==> src/rtl/if_id_reg_pkg.sv <==
// Shared constants for the IF/ID pipeline register slice.
// Bubble encoding and datapath width used across the front end.
package if_id_reg_pkg;

    localparam int          XLEN      = 32;
    localparam logic [31:0] NOP_INST  = 32'h0000_0013;
    localparam bit          RUN_TRACE = 1'b0;

endpackage

==> src/rtl/if_id_reg_sat_counter.sv <==
// Saturating up-counter with synchronous active-high reset.
// Holds at all-ones instead of wrapping.
module if_id_reg_sat_counter #(
    parameter int CNT_W = 32
) (
    input  logic             i_clk,
    input  logic             i_rst,
    input  logic             i_inc,
    output logic [CNT_W-1:0] o_cnt
);

    logic [CNT_W-1:0] r_cnt;
    logic             w_full;

    assign w_full = &r_cnt;

    always_ff @(posedge i_clk) begin
        if (i_rst) begin
            r_cnt <= '0;
        end else if (i_inc && !w_full) begin
            r_cnt <= r_cnt + CNT_W'(1);
        end
    end

    assign o_cnt = r_cnt;

endmodule

==> src/rtl/if_id_reg.sv <==
// IF/ID pipeline register: load, stall-hold, flush-to-bubble,
// plus saturating stall/flush event counters.
module if_id_reg
    import if_id_reg_pkg::*;
#(
    parameter int              XLEN_P     = XLEN,
    parameter logic [XLEN_P-1:0] NOP_INST_P = XLEN_P'(NOP_INST),
    parameter int              CNT_W      = 32
) (
    input  logic              clk,
    input  logic              rst,
    input  logic [XLEN_P-1:0] if_pc,
    input  logic [XLEN_P-1:0] if_inst,
    input  logic              if_valid,
    input  logic              data_hazard,
    input  logic              flush,
    output logic [XLEN_P-1:0] id_pc,
    output logic [XLEN_P-1:0] id_pc4,
    output logic [XLEN_P-1:0] id_inst,
    output logic              id_valid,
    output logic [CNT_W-1:0]  stall_cnt,
    output logic [CNT_W-1:0]  flush_cnt
);

    logic [XLEN_P-1:0] r_pc;
    logic [XLEN_P-1:0] r_pc4;
    logic [XLEN_P-1:0] r_inst;
    logic              r_valid;

    logic              w_stall_ev;
    logic [XLEN_P-1:0] w_pc4;

    // a squashed instruction must never be held, so flush masks the stall
    assign w_stall_ev = data_hazard & ~flush;
    assign w_pc4      = if_pc + XLEN_P'(4);

    always_ff @(posedge clk) begin
        if (rst) begin
            r_pc    <= '0;
            r_pc4   <= '0;
            r_inst  <= NOP_INST_P;
            r_valid <= 1'b0;
        end else if (flush) begin
            r_pc    <= '0;
            r_pc4   <= '0;
            r_inst  <= NOP_INST_P;
            r_valid <= 1'b0;
        end else if (!data_hazard) begin
            r_pc    <= if_pc;
            r_pc4   <= w_pc4;
            r_inst  <= if_inst;
            r_valid <= if_valid;
        end
    end

    assign id_pc    = r_pc;
    assign id_pc4   = r_pc4;
    assign id_inst  = r_inst;
    assign id_valid = r_valid;

    if_id_reg_sat_counter #(.CNT_W(CNT_W)) u_stall_cnt (
        .i_clk (clk),
        .i_rst (rst),
        .i_inc (w_stall_ev),
        .o_cnt (stall_cnt)
    );

    if_id_reg_sat_counter #(.CNT_W(CNT_W)) u_flush_cnt (
        .i_clk (clk),
        .i_rst (rst),
        .i_inc (flush),
        .o_cnt (flush_cnt)
    );

endmodule

==> config.mk <==
export PLATFORM = sky130hd
export DESIGN_NAME = if_id_reg
export DESIGN_NICKNAME = d
export VERILOG_FILES = /design/src/rtl/if_id_reg_pkg.sv /design/src/rtl/if_id_reg_sat_counter.sv /design/src/rtl/if_id_reg.sv
export SDC_FILE = /design/constraint.sdc
export NUM_CORES = 1
export LEC_CHECK = 0
export ABC_CLOCK_PERIOD_IN_PS = 2800
export CAP_MARGIN = 20
export CORE_ASPECT_RATIO = 0.6
export CORE_MARGIN = 8
export CORE_UTILIZATION = 46
export DETAILED_ROUTE_END_ITERATION = 10
export PLACE_DENSITY_LB_ADDON = 0.15
export SYNTH_ARGS = -nofsm -noshare
export SYNTH_HDL_FRONTEND = slang
export SYNTH_SLANG_ARGS = --single-unit
==> constraint.sdc <==
create_clock -name clk -period 2.8 [get_ports clk]
set_input_delay 0.28 -clock clk [delete_from_list [all_inputs] [get_ports clk]]
set_output_delay 0.28 -clock clk [all_outputs]
set_load 0.01 [all_outputs]
# Word-level counts from Yosys, hierarchy flattened
# Cells that the tools add are included.
dict set report classes {
  addsub 3
  bitwise_logic 2
  n_reduce_logical 7
}
# operator count
set ops {}
lappend ops {{adder 32 x 1 -> 32 bit (second input constant)} 2}
lappend ops {{AND reduction 32 bit} 2}
lappend ops {{adder 32 x 3 -> 32 bit (second input constant)} 1}
lappend ops {{logical AND 1 bit} 2}
lappend ops {{zero test 1 bit} 2}
lappend ops {{OR reduction 2 bit} 1}
lappend ops {{AND 1 bit} 1}
lappend ops {{inverter 1 bit} 1}
dict set report word_totals {
  reg_bits 161
  input_bits 69
  word_cells 18
}

# Longest topological paths before layout
dict set report depth {
  ltp_word 3
  ltp_mapped 7
}

# Modules after synthesis
# From an unflattened synthesis, not the netlist that was laid out.
dict set report hier_totals {
  cells_unflattened 806
  area_unflattened_um2 7358.3
}
# mod instances cells_per_inst area_each_um2
set modules_own_cells {}
lappend modules_own_cells {if_id_reg 1 424 3915.0}
lappend modules_own_cells {if_id_reg_sat_counter 2 191 1721.7}

# Worst setup path before layout
# Ideal clock, no wire load.
dict set report synth_timing {
  path_type {flip-flop to flip-flop}
  startpoint {register u_flush_cnt.r_cnt[0], in the netlist u_flush_cnt.o_cnt[0]}
  endpoint {register u_flush_cnt.r_cnt[12], in the netlist u_flush_cnt.o_cnt[12]}
  setup_ns 0.070
  arrival_ns 1.965
  slack_ns 0.765
  path_stages_with_launch 7
  n_path_buf 0
  path_cell_list {dfxtp_1 > ha_1 > nand4_1 > or2_2 > or3_1 > or3_1 > a21oi_1}
}
dict set report synth_via {
  elab_chain_len 3
}
# element line_no
set synth_rtl {}
lappend synth_rtl {{from (decl)} if_id_reg_sat_counter.sv:12} ;# logic [CNT_W-1:0] r_cnt;
lappend synth_rtl {{from (signal assigned)} if_id_reg_sat_counter.sv:21} ;# r_cnt <= r_cnt + CNT_W'(1);
lappend synth_rtl {{parallel branches: the longest is 3 deep, another holds adder 32 x 1 -> 32 bit} -}
# Parallel ways; which one is timed is not known.
# A chain may end at the register's enable or synchronous reset.

# Worst setup path in the final report
# Ends and elaborated chain as after synthesis.

==> tab_implementation.tex <==
\begin{tabular}{lr}
\hline
Metric & Value \\
\hline
\multicolumn{2}{l}{\textbf{Run status}} \\
Run status & finished clean \\
\multicolumn{2}{l}{\textbf{Timing}} \\
Peak clock frequency supported by timing & 0.451 GHz \\
Final-report hold violation count & 0 \\
Worst relative slew slack & 0.524 \\
Worst hold-check slack & 0.238 ns \\
Number of setup violations in the final report & 0 \\
Max-slew violation count & 0 \\
Final critical delay including setup and external delays & 2.22 ns \\
RSZ-0062 raised after global routing & no \\
Worst Max-Slew Pin Slew & 0.714 ns \\
Sum of negative setup slack & 0 ns \\
Post-route clock skew & 0.0140 ns \\
Setup slack after layout & 0.584 ns \\
Final cycle utilization of the critical path & 0.792 \\
\multicolumn{2}{l}{\textbf{Critical path}} \\
Category of the worst setup path launch point & flop \\
CP most frequent cell & or3\_1 \\
Largest fanout on the critical path & 6 \\
Slowest cell on the critical path & dfxtp\_1 \\
Required @ worst endpoint & 3.15 ns \\
Worst-path cell chain & ha\_1 -> nand4\_1 -> or2\_2 -> or3\_1 -> or3\_1 -> a21oi\_1 \\
Arrival time worst endpoint & 2.56 ns \\
Kind of critical path & reg2reg \\
Worst stage delay on the critical path & 0.42 ns \\
Worst path bufs/invs & 0 \\
Critical path capture point type & flop \\
Cell family with the largest share of critical-path delay & simple AND/OR/NAND/NOR gates \\
\multicolumn{2}{l}{\textbf{Synthesis}} \\
Combinational family with the most area after synthesis & simple AND/OR/NAND/NOR gates \\
Synthesized Nets & 875 \\
Xor and xnor fraction of the mapped netlist area & 0.0273 \\
Share of synthesized area occupied by flip-flops and latches & 0.451 \\
EDFF count, synth & 0 \\
Number of synthesis warnings & 0 \\
Top area cells in the synthesized netlist & dfxtp\_1 (45\%), mux2i\_1 (8.2\%), a21oi\_1 (5.5\%) \\
Synth Instances & 803 \\
Flip-flop and latch count after synthesis & 159 \\
Post-synthesis cell type count & 50 \\
Portion of synthesized cell area occupied by the leading cell type & 0.451 \\
Most frequently used flop master after synthesis & dfxtp\_1 \\
Per-instance average area after synthesis & 8.79 sq um \\
Adder-Cell Fraction of Synth Area & 0.00532 \\
Library cell with the largest summed area after synthesis & dfxtp\_1 \\
Complex-gate fraction of the synthesized area & 0.142 \\
Post-synth ARST share & 0 \\
Mux share of post-synthesis cell area & 0.0918 \\
Post-Synth Simple-Gate Area & 0.248 \\
Mapped Area & 7060 sq um \\
\multicolumn{2}{l}{\textbf{Place}} \\
Post-Place Cell Area & 9500 sq um \\
Half-perimeter wire length after detailed placement & 15,200 um \\
Worst slack, placed & 0.324 ns \\
\# port buffers & 229 \\
Routability Congestion & 0.794 \\
\multicolumn{2}{l}{\textbf{Detailed routing}} \\
Count of antenna-violating nets left after detailed routing & 0 \\
Number of vias in the routed layout & 6,675 \\
Final routed wirelength across all metal layers & 20,600 um \\
Number of optimization iterations in the first detailed-route pass & 5 \\
Wire per inst & 16.7 um \\
DRC violations left & 0 \\
Via density per instance & 5.41 \\
Violation count after the first detailed-route iteration & 493 \\
\multicolumn{2}{l}{\textbf{Die}} \\
Area of the placeable core & 15,200 sq um \\
Count of standard-cell rows & 35 \\
Die area & 19,700 sq um \\
\# IOs & 230 \\
Die height & 112 um \\
Die outline width & 176 um \\
Starting density of the core & 0.465 \\
\multicolumn{2}{l}{\textbf{Global routing}} \\
Global-route wire length before repair & 33,000 um \\
Maximum number of pins on one net before global-route repair & 95 \\
Antenna violations before repair & 0 \\
GR Overflow Total & 0 \\
Overall track demand over capacity in global routing & 0.202 \\
Number of global-route vias before repair & 6,150 \\
\multicolumn{2}{l}{\textbf{Worst hold path}} \\
Worst min path class & in2reg \\
\multicolumn{2}{l}{\textbf{Power and ir drop}} \\
Logic pwr share & 0.100 \\
Total power density per cell area & 499 nW/um\^{}2 \\
Leakage power & 3.52 nW \\
Switching power as a share of total power & 0.255 \\
Internal Dissipation & 0.00374 W \\
Clk network pwr share & 0.433 \\
Total net switching power & 0.00128 W \\
Proportion of power drawn by flip-flops and latches & 0.467 \\
Peak supply drop & 0.374 mV \\
\multicolumn{2}{l}{\textbf{Cells and area}} \\
Post-synthesis to final-layout area growth & 42.4\% \\
Final design area excluding fillers & 10,100 sq um \\
Final-layout fill cell count & 1,316 \\
Number of nets at the end of the flow & 1,089 \\
Most common library cell in the layout ignoring fill and taps & clkdlybuf4s50\_1 \\
Commonest cells after routing, fill and taps aside & clkdlybuf4s50\_1 (227), dfxtp\_1 (159), nor2\_1 (101), a21oi\_1 (78), mux2i\_1 (58) \\
Number of antenna cells inserted & 0 \\
Fraction of layout instances using a drive strength above 1 & 0.0709 \\
\multicolumn{2}{l}{\textbf{Clock network}} \\
Clock network latency to the later pin of the worst-skew pair & 0.42 ns \\
Number of setup buffers added after CTS & 0 \\
CTS Buf Count & 17 \\
Clk sink count & 159 \\
Clock transition at the registers of the reported paths & 0.07 ns \\
Clock tree from TritonCTS & built \\
Depth of the CTS H-tree & 4 \\
Root buffer cell & clkbuf\_16 \\
Number of cells upsized or downsized after cts & 0 \\
Hold buffer count at cts & 0 \\
Buffer levels on the longest clock path & 2 \\
\multicolumn{2}{l}{\textbf{Flow run}} \\
Max-cap viol count & 0 \\
\hline
\end{tabular}
-- through the flow --
stage,util,total power (W),std cells
6_report,0.662,0.00502,1233
5_1_grt,0.662,0.00523,1233
4_1_cts,0.662,0.00508,1233
3_5_place_dp,0.625,0.00290,1201
3_3_place_gp,0.625,0.00289,1201
2_1_floorplan,-,0.00262,803
-- sequential cells by signal (all words and copies together) (netlist names) --
| register | flops |
|---|---|
| id_inst | 32 |
| id_pc | 32 |
| u_flush_cnt.o_cnt | 32 |
| u_stall_cnt.o_cnt | 32 |
| id_pc4 | 30 |
| id_valid | 1 |
-- area by class of cell --
type	instances	area [sq um]	area share
inverters	14	52.6	0.00523
repair buffers	239	2380	0.237
clock inverters	15	125	0.0124
multi-input cells	586	3630	0.361
clock buffers	17	425	0.0423
flip-flops and latches	159	3180	0.317
well taps	203	254	0.0253
-- routing by layer --
metal | GRT usage | share of wire | vias up
li1 | - | - | 3357
met1 | 0.286 | 0.49 | 3089
met2 | 0.295 | 0.42 | 218
met3 | 0.0608 | 0.082 | 11
met4 | 0.0484 | 0.0075 | 0
met5 | 0 | 0 | -
-- Yosys cell counts, types with 2 or more instances --
| cell type | count |
|---|---|
| a211oi_1 | 9 |
| buf_4 | 4 |
| or2_2 | 3 |
| nand2b_1 | 4 |
| nor4_2 | 5 |
| dfxtp_1 | 159 |
| nand3_1 | 31 |
| or3_1 | 27 |
| o21ai_0 | 44 |
| o31ai_1 | 11 |
| buf_2 | 5 |
| buf_1 | 2 |
| mux2i_1 | 58 |
| a31oi_1 | 4 |
| xnor2_1 | 16 |
| clkbuf_1 | 32 |
| inv_1 | 14 |
| and2_1 | 6 |
| o41ai_1 | 2 |
| a311oi_1 | 5 |
| and3_1 | 6 |
| or4_4 | 2 |
| and4_1 | 15 |
| nor2b_1 | 14 |
| nor2_1 | 101 |
| a221oi_1 | 4 |
| a21oi_1 | 78 |
| nand4_1 | 24 |
| nor4_1 | 5 |
| xor2_1 | 6 |
| mux2_2 | 6 |
| ha_1 | 3 |
| nand4b_1 | 5 |
| a31o_2 | 5 |
| nor3_1 | 7 |
| nand2_1 | 55 |
| nand4_2 | 3 |
| or4_1 | 11 |
-- power groups by stage --
stage          clock [W]  sequential (W)  combinational, W
3_3_place_gp           0         0.00239          0.000499
2_1_floorplan          0         0.00241          0.000202
5_1_grt          0.00234         0.00235          0.000545
4_1_cts          0.00223         0.00234          0.000506
6_report         0.00217         0.00234          0.000503
3_5_place_dp           0         0.00239          0.000504
-- final timing paths --
| kind | from | end | slack [ns] | cells after the start |
|---|---|---|---|---|
| worst min register to register | id_pc[25] | id_pc[25] | 0.47 | 2 |
| worst max register to register | u_flush_cnt.o_cnt[0] | u_flush_cnt.o_cnt[12] | 0.58 | 6 |
| worst min-delay path | rst | u_flush_cnt.o_cnt[24] | 0.24 | 2 |
| worst max-delay path | u_flush_cnt.o_cnt[0] | u_flush_cnt.o_cnt[12] | 0.58 | 6 |
-- cell families after synthesis --
family,after synthesis
buffers and inverters,58
adder cells (fa/ha/maj),3
XOR/XNOR,22
AND/OR/NAND/NOR,328
flip-flops,159
AO/OA/AOI/OAI,169
multiplexers,64
Note: power is estimated with default switching activity, not from simulation.
